<file path="src/rtl/tw_arbiter.sv">
// Round-robin arbiter that grants one client at a time access to a three-wire
// engine, latching that client's operands and reporting completion or start timeout.
module tw_arbiter #(
    parameter int ADDR_BITS     = 9,
    parameter int DATA_BITS     = 16,
    parameter int NUM_REQ       = 4,
    parameter int START_TIMEOUT = 16
) (
    input  logic                           in_clk,
    input  logic                           in_rst_n,
    input  logic [NUM_REQ-1:0]             in_req,
    input  logic [NUM_REQ-1:0]             in_req_r_w,
    input  logic [NUM_REQ*ADDR_BITS-1:0]   in_req_addr,
    input  logic [NUM_REQ*DATA_BITS-1:0]   in_req_wr_data,
    output logic [NUM_REQ-1:0]             out_grant,
    output logic [NUM_REQ-1:0]             out_done,
    output logic                           out_err,
    output logic [DATA_BITS-1:0]           out_rd_data,
    output logic                           out_tw_r_w,
    output logic [ADDR_BITS-1:0]           out_tw_addr,
    output logic [DATA_BITS-1:0]           out_tw_wr_data,
    output logic                           out_tw_start,
    input  logic                           in_tw_busy,
    input  logic [DATA_BITS-1:0]           in_tw_rd_data
);

    localparam int IDX_W = (NUM_REQ > 1) ? $clog2(NUM_REQ) : 1;
    localparam logic [7:0] TIMEOUT_LAST = 8'(START_TIMEOUT - 1);

    typedef enum logic [1:0] {
        ST_IDLE,
        ST_LAUNCH,
        ST_WAIT,
        ST_DONE
    } state_t;

    state_t                 state_q, state_d;
    logic [NUM_REQ-1:0]     grant_q, grant_d;
    logic [IDX_W-1:0]       ptr_q, ptr_d;
    logic [7:0]             cnt_q, cnt_d;
    logic                   err_q, err_d;
    logic                   start_q, start_d;
    logic                   r_w_q, r_w_d;
    logic [ADDR_BITS-1:0]   addr_q, addr_d;
    logic [DATA_BITS-1:0]   wr_q, wr_d;
    logic [DATA_BITS-1:0]   rd_q, rd_d;

    logic                   found;
    logic [IDX_W-1:0]       pick;
    logic [IDX_W-1:0]       cand;
    logic [NUM_REQ-1:0]     pick_onehot;
    logic                   pick_r_w;
    logic [ADDR_BITS-1:0]   pick_addr;
    logic [DATA_BITS-1:0]   pick_wr;

    // Search starts one past the last grantee so every client gets a turn.
    always_comb begin
        found = 1'b0;
        pick  = ptr_q;
        cand  = '0;
        for (int i = 1; i <= NUM_REQ; i++) begin
            cand = IDX_W'((int'(ptr_q) + i) % NUM_REQ);
            if (!found && in_req[cand]) begin
                found = 1'b1;
                pick  = cand;
            end
        end
    end

    always_comb begin
        pick_onehot = '0;
        pick_r_w    = 1'b0;
        pick_addr   = '0;
        pick_wr     = '0;
        for (int k = 0; k < NUM_REQ; k++) begin
            if (pick == IDX_W'(k)) begin
                pick_onehot[k] = 1'b1;
                pick_r_w       = in_req_r_w[k];
                pick_addr      = in_req_addr[k*ADDR_BITS +: ADDR_BITS];
                pick_wr        = in_req_wr_data[k*DATA_BITS +: DATA_BITS];
            end
        end
    end

    always_comb begin
        state_d = state_q;
        grant_d = grant_q;
        ptr_d   = ptr_q;
        cnt_d   = cnt_q;
        err_d   = err_q;
        start_d = start_q;
        r_w_d   = r_w_q;
        addr_d  = addr_q;
        wr_d    = wr_q;
        rd_d    = rd_q;
        case (state_q)
            ST_IDLE: begin
                if (found) begin
                    state_d = ST_LAUNCH;
                    grant_d = pick_onehot;
                    ptr_d   = pick;
                    r_w_d   = pick_r_w;
                    addr_d  = pick_addr;
                    wr_d    = pick_wr;
                    start_d = 1'b1;
                    cnt_d   = '0;
                end
            end
            ST_LAUNCH: begin
                if (in_tw_busy) begin
                    start_d = 1'b0;
                    state_d = ST_WAIT;
                end else if (cnt_q == TIMEOUT_LAST) begin
                    start_d = 1'b0;
                    err_d   = 1'b1;
                    state_d = ST_DONE;
                end else begin
                    cnt_d = cnt_q + 8'd1;
                end
            end
            ST_WAIT: begin
                if (!in_tw_busy) begin
                    rd_d    = in_tw_rd_data;
                    err_d   = 1'b0;
                    state_d = ST_DONE;
                end
            end
            ST_DONE: begin
                grant_d = '0;
                state_d = ST_IDLE;
            end
            default: begin
                grant_d = '0;
                start_d = 1'b0;
                state_d = ST_IDLE;
            end
        endcase
    end

    always_ff @(posedge in_clk or negedge in_rst_n) begin
        if (!in_rst_n) begin
            state_q <= ST_IDLE;
            grant_q <= '0;
            ptr_q   <= IDX_W'(NUM_REQ - 1);
            cnt_q   <= '0;
            err_q   <= 1'b0;
            start_q <= 1'b0;
            r_w_q   <= 1'b0;
            addr_q  <= '0;
            wr_q    <= '0;
            rd_q    <= '0;
        end else begin
            state_q <= state_d;
            grant_q <= grant_d;
            ptr_q   <= ptr_d;
            cnt_q   <= cnt_d;
            err_q   <= err_d;
            start_q <= start_d;
            r_w_q   <= r_w_d;
            addr_q  <= addr_d;
            wr_q    <= wr_d;
            rd_q    <= rd_d;
        end
    end

    // Completion signals are decoded from state so reset clears them immediately.
    assign out_done       = (state_q == ST_DONE) ? grant_q : '0;
    assign out_err        = (state_q == ST_DONE) && err_q;
    assign out_grant      = grant_q;
    assign out_rd_data    = rd_q;
    assign out_tw_r_w     = r_w_q;
    assign out_tw_addr    = addr_q;
    assign out_tw_wr_data = wr_q;
    assign out_tw_start   = start_q;

endmodule

</file>
<file path="config.mk">
export PLATFORM = sky130hd
export DESIGN_NAME = tw_arbiter
export DESIGN_NICKNAME = d
export VERILOG_FILES = /design/src/rtl/tw_arbiter.sv
export SDC_FILE = /design/constraint.sdc
export NUM_CORES = 1
export LEC_CHECK = 0
export CORE_MARGIN = 5
export CORE_UTILIZATION = 44
export DETAILED_ROUTE_END_ITERATION = 10
export PLACE_DENSITY = 0.88
export RECOVER_POWER = 50
export SETUP_SLACK_MARGIN = 0.2
export SLEW_MARGIN = 20
export SYNTH_ARGS = -nofsm -noshare
export SYNTH_HDL_FRONTEND = slang
export SYNTH_SLANG_ARGS = --single-unit
</file>
<file path="constraint.sdc">
create_clock -name in_clk -period 3 [get_ports in_clk]
set_input_delay 0.6 -clock in_clk [delete_from_list [all_inputs] [get_ports in_clk]]
set_output_delay 0.6 -clock in_clk [all_outputs]
set_load 0.01 [all_outputs]
</file>
==> qor.log, run 1 <==
[grt] first-pass GRT wire length 17.3 mm
[detailed_routing] via-per-instance ratio 5.44
[clock_network] Hold Buf Count CTS 0
[grt] initial antenna violation count 0
[finish] fraction of layout cells with a size suffix above 1 0.171
[detailed_routing] DRC violations left 0
[detailed_routing] count of vias placed by the detailed router 3405
[setup_path] worst path arrival time 2730 ps
[run_status] violations in the final reports max-capacitance violations, max-slew violations
[synth] number of enable flip-flop cells after synthesis 0
[grt] routing usage on met1 0.238
[clock_network] worst-case clock buffer depth 2
[clock_network] # clock sinks 60
[sta] clock period minus worst slack 2510 ps
[min_path] Tightest Hold Check Type register to register
[floorplan] height of the chip 101 µm
[synth] Gate Count Post-Synth 345
[synth] post-synthesis net count 477
[grt] maximum number of pins on one net before global-route repair 56
[setup_path] maximum fanout along the worst path 29
[synth] synthesized cell area 0.00365 mm²
[finish] final-stage net count 648
[sta] worst slew pin tran 1520 ps
[sta] Clock Skew 9.09 ps
[synth] number of different library cells in the post-synthesis netlist 58
[finish] utilization after layout 0.701
[grt] number of global-route vias before repair 3608
[clock_network] Root Driver sky130_fd_sc_hd__clkbuf_8
[setup_path] critical path endpoint category register
[detailed_routing] number of nets with antenna violations after routing 0
[placed_design] area after detailed placement 0.00548 mm²
[sta] max-slew violation total from the final report 30
[setup_path] kind of launch point of the worst setup path primary input
[clock_network] post-CTS sizing 0
[sta] Sum Neg Setup Slack 0 ps
[grt] final global-route overflow total 0
[finish] fill cell count 601
[clock_network] CTS tree done
[floorplan] area enclosed by the die boundary 0.0102 mm²
[synth] flip-flop cell with the highest count after synthesis sky130_fd_sc_hd__dfrtp_1
[grt] GRT Total Usage 0.214
[grt] global route hottest layer met2
[power_and_ir_drop] peak ir drop on the vdd network 471 µV
[finish] Post-Layout Inst Area 0.00570 mm²
[detailed_routing] total iterations of the first detailed-routing run 4
[clock_network] total clock buffers created by CTS 9
[clock_network] Clock Latency Late Sink 340 ps
[power_and_ir_drop] power per unit of standard cell area 921 mW/mm²
[placed_design] number of buffers inserted by port buffering 178
[setup_path] required time of the worst setup path 3220 ps
[job] number of max-cap violations 1
[sta] top achievable clock speed 399 MHz
[sta] number of hold violations in the final report 0
[floorplan] count of boundary I/O pins 179
[setup_path] critical path start-end classification primary input to register
[detailed_routing] count of routing violations after the opening detailed-route iteration 108
[sta] worst setup slack after layout 491 ps
[floorplan] initial core utilization 0.449
[setup_path] origin of the critical flop-to-flop path state_q[1]
[synth] total number of yosys warnings 0
[finish] Final Instance Count excl. Fillers 626
[placed_design] Routability Congestion 0.803
[synth] post-synthesis area per instance 10.6 µm²
[floorplan] core region area 0.00813 mm²
[grt] met2 usage 0.386
[synth] FFs w/ async S/R, synth 1.00
[placed_design] minimum setup slack after placement 151 ps
[grt] met3 usage 0.0671
[finish] FF/Latch Area 0.00150 mm²
[run_status] status finished with violations
[finish] P&R area growth vs syn 56.3%
[sta] unrepaired setup endpoints after global routing false
[sta] # setup viols final 0
[placed_design] total placed cells including tap cells 610
[power_and_ir_drop] Leak Pwr 2.27 nW
[clock_network] clock slew at the register clock pins of the worst setup and hold paths 70 ps
[clock_network] Post-CTS Setup Inserts 0
[finish] area of the multi-input gates 0.00195 mm²
[clock_network] H-Tree Depth 3
[floorplan] Std-Cell Rows 33
[synth] share of the yosys chip area belonging to registers 0.412
[sta] Final Cycle Share 0.836
[detailed_routing] total wire length after detailed routing 10.9 mm
[setup_path] timing startpoint of the critical path in_req[3]
[detailed_routing] post-detailed-route wirelength per cell 17.4 µm
[synth] FF+latch count, synth 60
[placed_design] DP Wirelength 8.47 mm
[finish] Antenna Cells 0
[floorplan] die width 101 µm
[sta] Relative slew margins -0.0165
[min_path] start point of the worst min-delay path out_tw_wr_data[2]
synthesized netlist by cell type (6+ instances only):
master | n | area share
sky130_fd_sc_hd__clkbuf_1 | 10 | 0.010
sky130_fd_sc_hd__o31ai_2 | 19 | 0.065
sky130_fd_sc_hd__nand2_1 | 40 | 0.041
sky130_fd_sc_hd__inv_1 | 6 | 0.0062
sky130_fd_sc_hd__nand3_1 | 6 | 0.0082
sky130_fd_sc_hd__o22ai_1 | 27 | 0.046
sky130_fd_sc_hd__nor2b_1 | 25 | 0.043
sky130_fd_sc_hd__and2_1 | 7 | 0.012
sky130_fd_sc_hd__mux2_2 | 17 | 0.052
sky130_fd_sc_hd__a211oi_1 | 7 | 0.014
sky130_fd_sc_hd__dfrtp_1 | 58 | 0.40
sky130_fd_sc_hd__a211oi_2 | 19 | 0.065
sky130_fd_sc_hd__o31ai_1 | 12 | 0.025
sky130_fd_sc_hd__o21ai_0 | 11 | 0.015
sky130_fd_sc_hd__buf_2 | 7 | 0.0096
sky130_fd_sc_hd__and2b_1 | 6 | 0.012
state kept, by name, indices dropped and copies added, names as in the netlist:
name            flops
err_q               1
out_tw_wr_data     16
out_rd_data        16
out_tw_r_w          1
cnt_q               8
ptr_q               2
out_tw_start        1
out_grant           4
out_tw_addr         9
state_q             2
routing by layer:
layer	up-vias	part of all wire	wire length (µm)
li1	1628	-	-
met5	-	0	0
met4	0	0.022	237
met2	140	0.53	5730
met1	1614	0.37	4040
met3	23	0.080	870
metrics by stage:
step	hold slack [ps]	total power [W]
after global routing	497	0.00561
after CTS	297	0.00533
after detailed placement	470	0.00447
after global placement	468	0.00434
after floorplan	304	0.00328
final	480	0.00525
worst paths after layout:
path,depth (start not counted),slack [ps],endpoint
min,2,480,out_tw_wr_data[2]
max,5,490,out_grant[1]
max in group asynchronous,2,830,out_tw_wr_data[15]
min in group asynchronous,1,620,out_grant[0]
min reg2reg,2,480,out_tw_wr_data[2]
max reg2reg,7,770,cnt_q[7]
power by group:
group | internal, W | switching [W]
registers | 0.00121 | 0.000268
logic | 0.00148 | 0.00144
clock network | 0.000533 | 0.000321
placed cells by master, fill, tap and decap left out, types with 2 or more instances in the layout:
| master | n |
|---|---|
| sky130_fd_sc_hd__nand2_1 | 40 |
| sky130_fd_sc_hd__buf_12 | 2 |
| sky130_fd_sc_hd__and2b_1 | 6 |
| sky130_fd_sc_hd__clkdlybuf4s50_1 | 167 |
| sky130_fd_sc_hd__bufinv_16 | 2 |
| sky130_fd_sc_hd__a211oi_2 | 19 |
| sky130_fd_sc_hd__a211oi_1 | 7 |
| sky130_fd_sc_hd__nor2_1 | 3 |
| sky130_fd_sc_hd__a21o_1 | 2 |
| sky130_fd_sc_hd__nand4_1 | 2 |
| sky130_fd_sc_hd__clkinv_2 | 2 |
| sky130_fd_sc_hd__dlygate4sd3_1 | 10 |
| sky130_fd_sc_hd__nor2b_1 | 25 |
| sky130_fd_sc_hd__inv_1 | 6 |
| sky130_fd_sc_hd__o31ai_2 | 19 |
| sky130_fd_sc_hd__nor3b_1 | 3 |
| sky130_fd_sc_hd__clkbuf_1 | 4 |
| sky130_fd_sc_hd__o21ai_1 | 2 |
| sky130_fd_sc_hd__o21ai_0 | 11 |
| sky130_fd_sc_hd__clkbuf_8 | 12 |
| sky130_fd_sc_hd__and2_1 | 7 |
| sky130_fd_sc_hd__o22ai_1 | 27 |
| sky130_fd_sc_hd__mux2_2 | 17 |
| sky130_fd_sc_hd__a21oi_1 | 5 |
| sky130_fd_sc_hd__a211o_1 | 3 |
| sky130_fd_sc_hd__nand3_1 | 6 |
| sky130_fd_sc_hd__ha_1 | 5 |
| sky130_fd_sc_hd__dfstp_2 | 2 |
| sky130_fd_sc_hd__o31ai_1 | 12 |
| sky130_fd_sc_hd__dfrtp_1 | 58 |
| sky130_fd_sc_hd__buf_4 | 5 |
| sky130_fd_sc_hd__nand2b_1 | 4 |
layout make-up:
cell class | instances | share of cell area
clock buffers | 12 | 0.0290
clock inverters | 4 | 0.0123
inverters | 6 | 0.00395
multi-input cells | 251 | 0.341
flip-flops and latches | 60 | 0.264
well taps | 105 | 0.0230
repair buffers | 188 | 0.327
cells by family after synthesis:
kind of cell	Yosys count	synth area share
AO/OA/AOI/OAI	117	0.283
AND/OR/NAND/NOR	109	0.170
multiplexers	20	0.0621
buffers and inverters	34	0.0556
flip-flops	60	0.412
adder cells (fa/ha/maj)	5	0.0171
worst max-delay path, stage by stage:
cell	delay (ps)
sky130_fd_sc_hd__clkdlybuf4s50_1	660
sky130_fd_sc_hd__and3b_1	310
sky130_fd_sc_hd__o31a_2	740
sky130_fd_sc_hd__nor4_1	100
sky130_fd_sc_hd__a211o_1	300
Note: power is estimated with default switching activity, not from simulation.
==> inputs of run 2 (changes only) <==
--- a/config.mk
+++ b/config.mk
@@ -6,9 +6,9 @@
 export NUM_CORES = 1
 export LEC_CHECK = 0
 export CORE_MARGIN = 5
-export CORE_UTILIZATION = 44
+export CORE_UTILIZATION = 41
 export DETAILED_ROUTE_END_ITERATION = 10
-export PLACE_DENSITY = 0.88
+export PLACE_DENSITY = 0.83
 export RECOVER_POWER = 50
 export SETUP_SLACK_MARGIN = 0.2
 export SLEW_MARGIN = 20
==> constraint.sdc (replaced) <==
create_clock -name in_clk -period 2.5 [get_ports in_clk]
set_input_delay 0.5 -clock in_clk [delete_from_list [all_inputs] [get_ports in_clk]]
set_output_delay 0.5 -clock in_clk [all_outputs]
set_load 0.01 [all_outputs]
==> run 2 against run 1 <==
- highest routed layer unchanged
- sequential power is 20% higher
- critical path type is now register to output pin
- the run now ends clean
- first-iteration DRC count up 35%
- non-clock buffer count is 12 higher
- largest cell class is now non-clock buffers
- design area grew 2.4%
- critical endpoint is now out_done[2]
- core utilization fell by 2.8 points
==> qor.log, run 2 (synthesis results as in run 1) <==
[run_status] status completed
[detailed_routing] total wire length after detailed routing 11.0 mm
[sta] Final Cycle Share 0.878
[power_and_ir_drop] power per unit of standard cell area 1080 mW/mm²
[setup_path] series of cell instances along the critical path ha_4, and2_1, clkdlybuf4s50_1
[floorplan] Std-Cell Rows 34
[setup_path] maximum fanout along the worst path 10
[detailed_routing] total iterations of the first detailed-routing run 4
[grt] number of global-route vias before repair 3605
[detailed_routing] Met1 Wirelength 4.21 mm
[sta] worst hold slack 464 ps
[detailed_routing] Top Metal Used met4
[clock_network] Root Driver sky130_fd_sc_hd__clkbuf_8
[detailed_routing] number of nets with antenna violations after routing 0
[sta] Sum Neg Setup Slack 0 ps
[setup_path] worst path arrival time 1700 ps
[floorplan] area enclosed by the die boundary 0.0109 mm²
[detailed_routing] count of routing violations after the opening detailed-route iteration 146
[clock_network] worst-case clock buffer depth 2
[detailed_routing] count of vias placed by the detailed router 3424
[clock_network] total clock buffers created by CTS 9
[grt] final global-route overflow total 0
[grt] first-pass GRT wire length 18.0 mm
[setup_path] FF-to-FF End out_rd_data[2]
[power_and_ir_drop] Leak Pwr 2.34 nW
[detailed_routing] DRC violations left 0
[placed_design] Routability Congestion 0.870
[grt] GRT Total Usage 0.202
[clock_network] # clock sinks 60
[finish] commonest non-fill, non-tap cell in the layout sky130_fd_sc_hd__clkdlybuf4s50_1
[finish] Antenna Cells 0
[setup_path] required time of the worst setup path 2000 ps
[finish] P&R area growth vs syn 60.1%
[power_and_ir_drop] peak ir drop on the vdd network 427 µV
[setup_path] kind of launch point of the worst setup path register
[power_and_ir_drop] P_sw 0.00248 W
[sta] worst setup slack after layout 304 ps
[finish] fill cell count 689
[sta] clock period minus worst slack 2200 ps
[setup_path] worst-case register-to-register setup slack 400 ps
[finish] Post-Layout Inst Area 0.00584 mm²
[min_path] Tightest Hold Check Type primary input to async pin
[clock_network] Post-CTS Setup Inserts 0
[sta] max-slew violation total from the final report 0
[power_and_ir_drop] part of the power in the clock network 0.133
[detailed_routing] via-per-instance ratio 5.34
[grt] initial antenna violation count 0
[sta] Relative slew margins 0.0885
[floorplan] height of the chip 104 µm
[power_and_ir_drop] Sw Share 0.391
[sta] Clock Skew 11.3 ps
[clock_network] CTS tree done
[clock_network] Clock Latency Late Sink 330 ps
[job] number of max-cap violations 0
[clock_network] H-Tree Depth 3
[power_and_ir_drop] Int Power 0.00385 W
[placed_design] minimum setup slack after placement -51.3 ps
[setup_path] critical path endpoint category output pin
[floorplan] core region area 0.00868 mm²
[grt] maximum number of pins on one net before global-route repair 39
[setup_path] origin of the critical flop-to-flop path state_q[0]
[detailed_routing] post-detailed-route wirelength per cell 17.2 µm
[placed_design] number of buffers inserted by port buffering 178
[sta] # setup viols final 0
[floorplan] initial core utilization 0.420
[sta] unrepaired setup endpoints after global routing false
[setup_path] critical path start-end classification register to output pin
[sta] number of hold violations in the final report 0
[finish] commonest cells after routing, fill and taps aside sky130_fd_sc_hd__clkdlybuf4s50_1 (167), sky130_fd_sc_hd__dfrtp_1 (58), sky130_fd_sc_hd__nand2_1 (40)
[setup_path] CP max stage delay 530 ps
[sta] top achievable clock speed 455 MHz
[sta] worst slew pin tran 1370 ps
[setup_path] depth of the most critical reg-to-reg path 5
[power_and_ir_drop] share of power burned in combinational logic 0.587
[clock_network] clock slew at the register clock pins of the worst setup and hold paths 70 ps
[detailed_routing] routed length on met2 5.69 mm
[floorplan] count of boundary I/O pins 179
[finish] final-stage net count 660
[detailed_routing] met3 layer wire length in the routed design 854 µm
[placed_design] DP Wirelength 8.81 mm
[placed_design] area after detailed placement 0.00564 mm²
[power_and_ir_drop] sequential share of power 0.280
[floorplan] die width 104 µm
[finish] fraction of layout cells with a size suffix above 1 0.195
[setup_path] cell type of the slowest stage on the worst timing path sky130_fd_sc_hd__clkdlybuf4s50_1
run 2: cell count changes in the layout (fill, tap and decap cells not counted), moves of 2 or more:
cell                         change
sky130_fd_sc_hd__clkbuf_8        -3
sky130_fd_sc_hd__buf_4           +9
sky130_fd_sc_hd__buf_12          +5
sky130_fd_sc_hd__clkbuf_1        -2
sky130_fd_sc_hd__clkinvlp_4      +3
run 2: worst max-delay path by stage:
| stage | startpoint | end | slack, ps | depth (start not counted) |
|---|---|---|---|---|
| floorplan | ptr_q[0] | out_tw_addr[4] | 570 | 7 |
| global placement | in_req[0] | out_tw_wr_data[1] | 70 | 8 |
| detailed placement | in_req[2] | out_tw_wr_data[2] | -50 | 8 |
| CTS | state_q[1] | out_done[2] | 220 | 3 |
| global route | state_q[0] | out_done[1] | 210 | 3 |
| finish | state_q[0] | out_done[2] | 300 | 3 |
run 2: layout make-up:
cell class / instances / area (µm²) / area share
clock inverter: 7 / 67.6 / 0.0116
multi-input combinational: 251 / 1960 / 0.336
sequential: 60 / 1500 / 0.257
tap: 108 / 135 / 0.0231
inverter: 6 / 22.5 / 0.00386
timing repair buffer: 200 / 2030 / 0.347
clock buffer: 9 / 124 / 0.0212
run 2: critical path, delay by kind of cell (launching register included):
| family | cells | cell delay (ps) |
|---|---|---|
| buffers and inverters | 1 | 530 |
| DFF | 1 | 470 |
| and+or+nand+nor | 1 | 140 |
| adders and majority gates | 1 | 240 |
run 2: per-layer routing:
layer	global-route usage	up-vias
li1	-	1662
met1	0.230	1600
met2	0.355	145
met3	0.0621	17
met4	0.0685	0
met5	0	-
run 2: timing repair:
action,in CTS,in global routing
hold endpoints to repair,0,0
endpoints found under the setup margin,5,19
pin swaps,0,0
gates resized for setup,1,3
hold buffers,0,0
run 2: through the flow:
step                utilization  cells  power, W
floorplan                     -    345   0.00394
global placement          0.649    625   0.00542
detailed placement        0.649    625   0.00556
CTS                       0.672    641   0.00643
global route              0.673    641   0.00679
finish                    0.673    641   0.00633
run 2: power groups by stage:
stage / clock network (W) / registers [W] / logic, W
2_1_floorplan: 0 / 0.00188 / 0.00206
3_3_place_gp: 0 / 0.00176 / 0.00365
3_5_place_dp: 0 / 0.00179 / 0.00377
4_1_cts: 0.000869 / 0.00178 / 0.00378
5_1_grt: 0.000918 / 0.00185 / 0.00402
6_report: 0.000841 / 0.00177 / 0.00371
==> inputs of run 3 (changes only) <==
==> constraint.sdc (replaced) <==
create_clock -name in_clk -period 2.5 [get_ports in_clk]
set_input_delay 0.5 -clock in_clk [delete_from_list [all_inputs] [get_ports in_clk]]
set_output_delay 0.5 -clock in_clk [all_outputs]
set_load 0.05 [all_outputs]
==> run 3 against run 2 <==
- non-clock buffer count up 1
- flip-flop and latch count unchanged
- critical path depth increased by 3
- critical endpoint is now cnt_q[7]
- largest cell class unchanged
- largest power group unchanged
==> qor.log, run 3 (synthesis results as in run 1) <==
[setup_path] origin of the critical flop-to-flop path cnt_q[0]
[setup_path] maximum fanout along the worst path 8
[min_path] start point of the worst min-delay path out_tw_wr_data[1]
[clock_network] Post-CTS Setup Inserts 0
[sta] worst slew pin tran 1450 ps
[detailed_routing] count of routing violations after the opening detailed-route iteration 153
[power_and_ir_drop] Leak Pwr 2.34 nW
[placed_design] number of buffers inserted by port buffering 178
[finish] P&R area growth vs syn 58.8%
[finish] commonest cells after routing, fill and taps aside sky130_fd_sc_hd__clkdlybuf4s50_1 (167), sky130_fd_sc_hd__dfrtp_1 (58), sky130_fd_sc_hd__nand2_1 (40)
[floorplan] area enclosed by the die boundary 0.0109 mm²
[grt] final global-route overflow total 0
[min_path] Worst Hold Path Cells 2
[finish] fraction of layout cells with a size suffix above 1 0.195
[setup_path] required time of the worst setup path 2750 ps
[power_and_ir_drop] sequential share of power 0.239
[detailed_routing] Met1 Wirelength 4.21 mm
[grt] initial antenna violation count 0
[clock_network] worst-case clock buffer depth 2
[power_and_ir_drop] power per unit of standard cell area 1280 mW/mm²
[floorplan] core region area 0.00868 mm²
[placed_design] total placed cells including tap cells 626
[sta] # setup viols final 0
[grt] GRT Total Usage 0.202
[sta] Relative slew margins 0.0318
[detailed_routing] total wire length after detailed routing 11.0 mm
[clock_network] # clock sinks 60
[placed_design] Routability Congestion 0.847
[detailed_routing] routed length on met2 5.74 mm
[clock_network] Clock Latency Late Sink 320 ps
[power_and_ir_drop] share of power burned in combinational logic 0.659
[job] number of max-cap violations 0
[power_and_ir_drop] Int Power 0.00380 W
[setup_path] CP max stage delay 550 ps
[clock_network] total clock buffers created by CTS 9
[grt] number of global-route vias before repair 3615
[sta] max-slew violation total from the final report 0
[detailed_routing] post-detailed-route wirelength per cell 17.1 µm
[power_and_ir_drop] PnR Total Power 0.00742 W
[detailed_routing] count of vias placed by the detailed router 3495
[clock_network] Root Driver sky130_fd_sc_hd__clkbuf_8
[floorplan] die width 104 µm
[power_and_ir_drop] peak ir drop on the vdd network 619 µV
[grt] maximum number of pins on one net before global-route repair 36
[detailed_routing] via-per-instance ratio 5.44
[setup_path] critical path endpoint category register
[sta] number of hold violations in the final report 0
[placed_design] DP Wirelength 8.77 mm
[sta] Sum Neg Setup Slack 0 ps
[run_status] status completed
[detailed_routing] DRC violations left 0
[min_path] destination of the worst hold path out_tw_wr_data[1]
[clock_network] CTS tree done
[detailed_routing] total iterations of the first detailed-routing run 4
[setup_path] depth of the most critical reg-to-reg path 6
[setup_path] cell type of the slowest stage on the worst timing path sky130_fd_sc_hd__or4b_1
[power_and_ir_drop] P_sw 0.00362 W
[detailed_routing] met3 layer wire length in the routed design 842 µm
[finish] Antenna Cells 0
[floorplan] height of the chip 104 µm
[detailed_routing] Top Metal Used met4
[setup_path] FF-to-FF End cnt_q[7]
[sta] clock period minus worst slack 2190 ps
[clock_network] clock slew at the register clock pins of the worst setup and hold paths 70 ps
[clock_network] H-Tree Depth 3
[setup_path] worst path arrival time 2440 ps
[sta] Clock Skew 10.1 ps
[sta] worst hold slack 486 ps
[setup_path] kind of launch point of the worst setup path register
[power_and_ir_drop] Sw Share 0.487
[clock_network] post-CTS sizing 0
[sta] top achievable clock speed 458 MHz
[grt] first-pass GRT wire length 18.0 mm
[setup_path] series of cell instances along the critical path ha_1, and3_1, a21boi_0, o21ai_1, or4b_1, nand3_1
[floorplan] count of boundary I/O pins 179
[power_and_ir_drop] part of the power in the clock network 0.103
[clock_network] Hold Buf Count CTS 0
[detailed_routing] number of nets with antenna violations after routing 0
[setup_path] critical path start-end classification register to register
[floorplan] initial core utilization 0.420
[sta] unrepaired setup endpoints after global routing false
[finish] commonest non-fill, non-tap cell in the layout sky130_fd_sc_hd__clkdlybuf4s50_1
[min_path] Tightest Hold Check Type register to register
[finish] utilization after layout 0.668
[sta] Final Cycle Share 0.874
[finish] Final Instance Count excl. Fillers 642
[floorplan] Std-Cell Rows 34
[setup_path] worst-case register-to-register setup slack 310 ps
[finish] final-stage net count 661
-- run 3: power groups by stage --
stage	logic, W	clock network [W]	registers (W)
floorplan	0.00210	0	0.00300
global placement	0.00483	0	0.00176
detailed placement	0.00494	0	0.00179
CTS	0.00495	0.000787	0.00178
global route	0.00521	0.000840	0.00185
finish	0.00488	0.000762	0.00177
-- run 3: worst max path at each step --
stage | startpoint | endpoint | slack (ps) | depth (start not counted)
global route | cnt_q[0] | cnt_q[7] | 120 | 6
finish | cnt_q[0] | cnt_q[7] | 310 | 6
floorplan | ptr_q[0] | out_tw_addr[4] | 570 | 7
CTS | in_req[0] | out_tw_wr_data[5] | 340 | 7
global placement | in_req[0] | out_tw_wr_data[9] | 90 | 8
detailed placement | in_req[0] | out_tw_wr_data[5] | 1 | 7
-- run 3: per-layer routing --
layer  GRT usage  vias to the layer above
li1            -                     1661
met1       0.234                     1665
met2       0.357                      153
met3      0.0602                       16
met4      0.0601                        0
met5           0                        -
-- run 3: stage by stage --
step	worst slack (ps)	cell area [µm²]
2_1_floorplan	573	3650
3_3_place_gp	90.4	5630
3_5_place_dp	1.09	5630
4_1_cts	344	5800
5_1_grt	119	5800
6_report	314	5800
-- run 3: worst max-delay path, delay by kind of cell, from the launching register on --
family | cells | cell delay (ps)
compound gates | 2 | 550
fa+ha+maj | 1 | 240
flops | 1 | 410
simple gates | 3 | 910
-- run 3: layout make-up --
class                   count  area [µm²]
clock inverters             2        10.0
fillers                   691        2880
repair buffers            201        2020
flip-flops and latches     60        1500
well taps                 108         135
inverters                   6        22.5
clock buffers              14         163
multi-input cells         251        1940
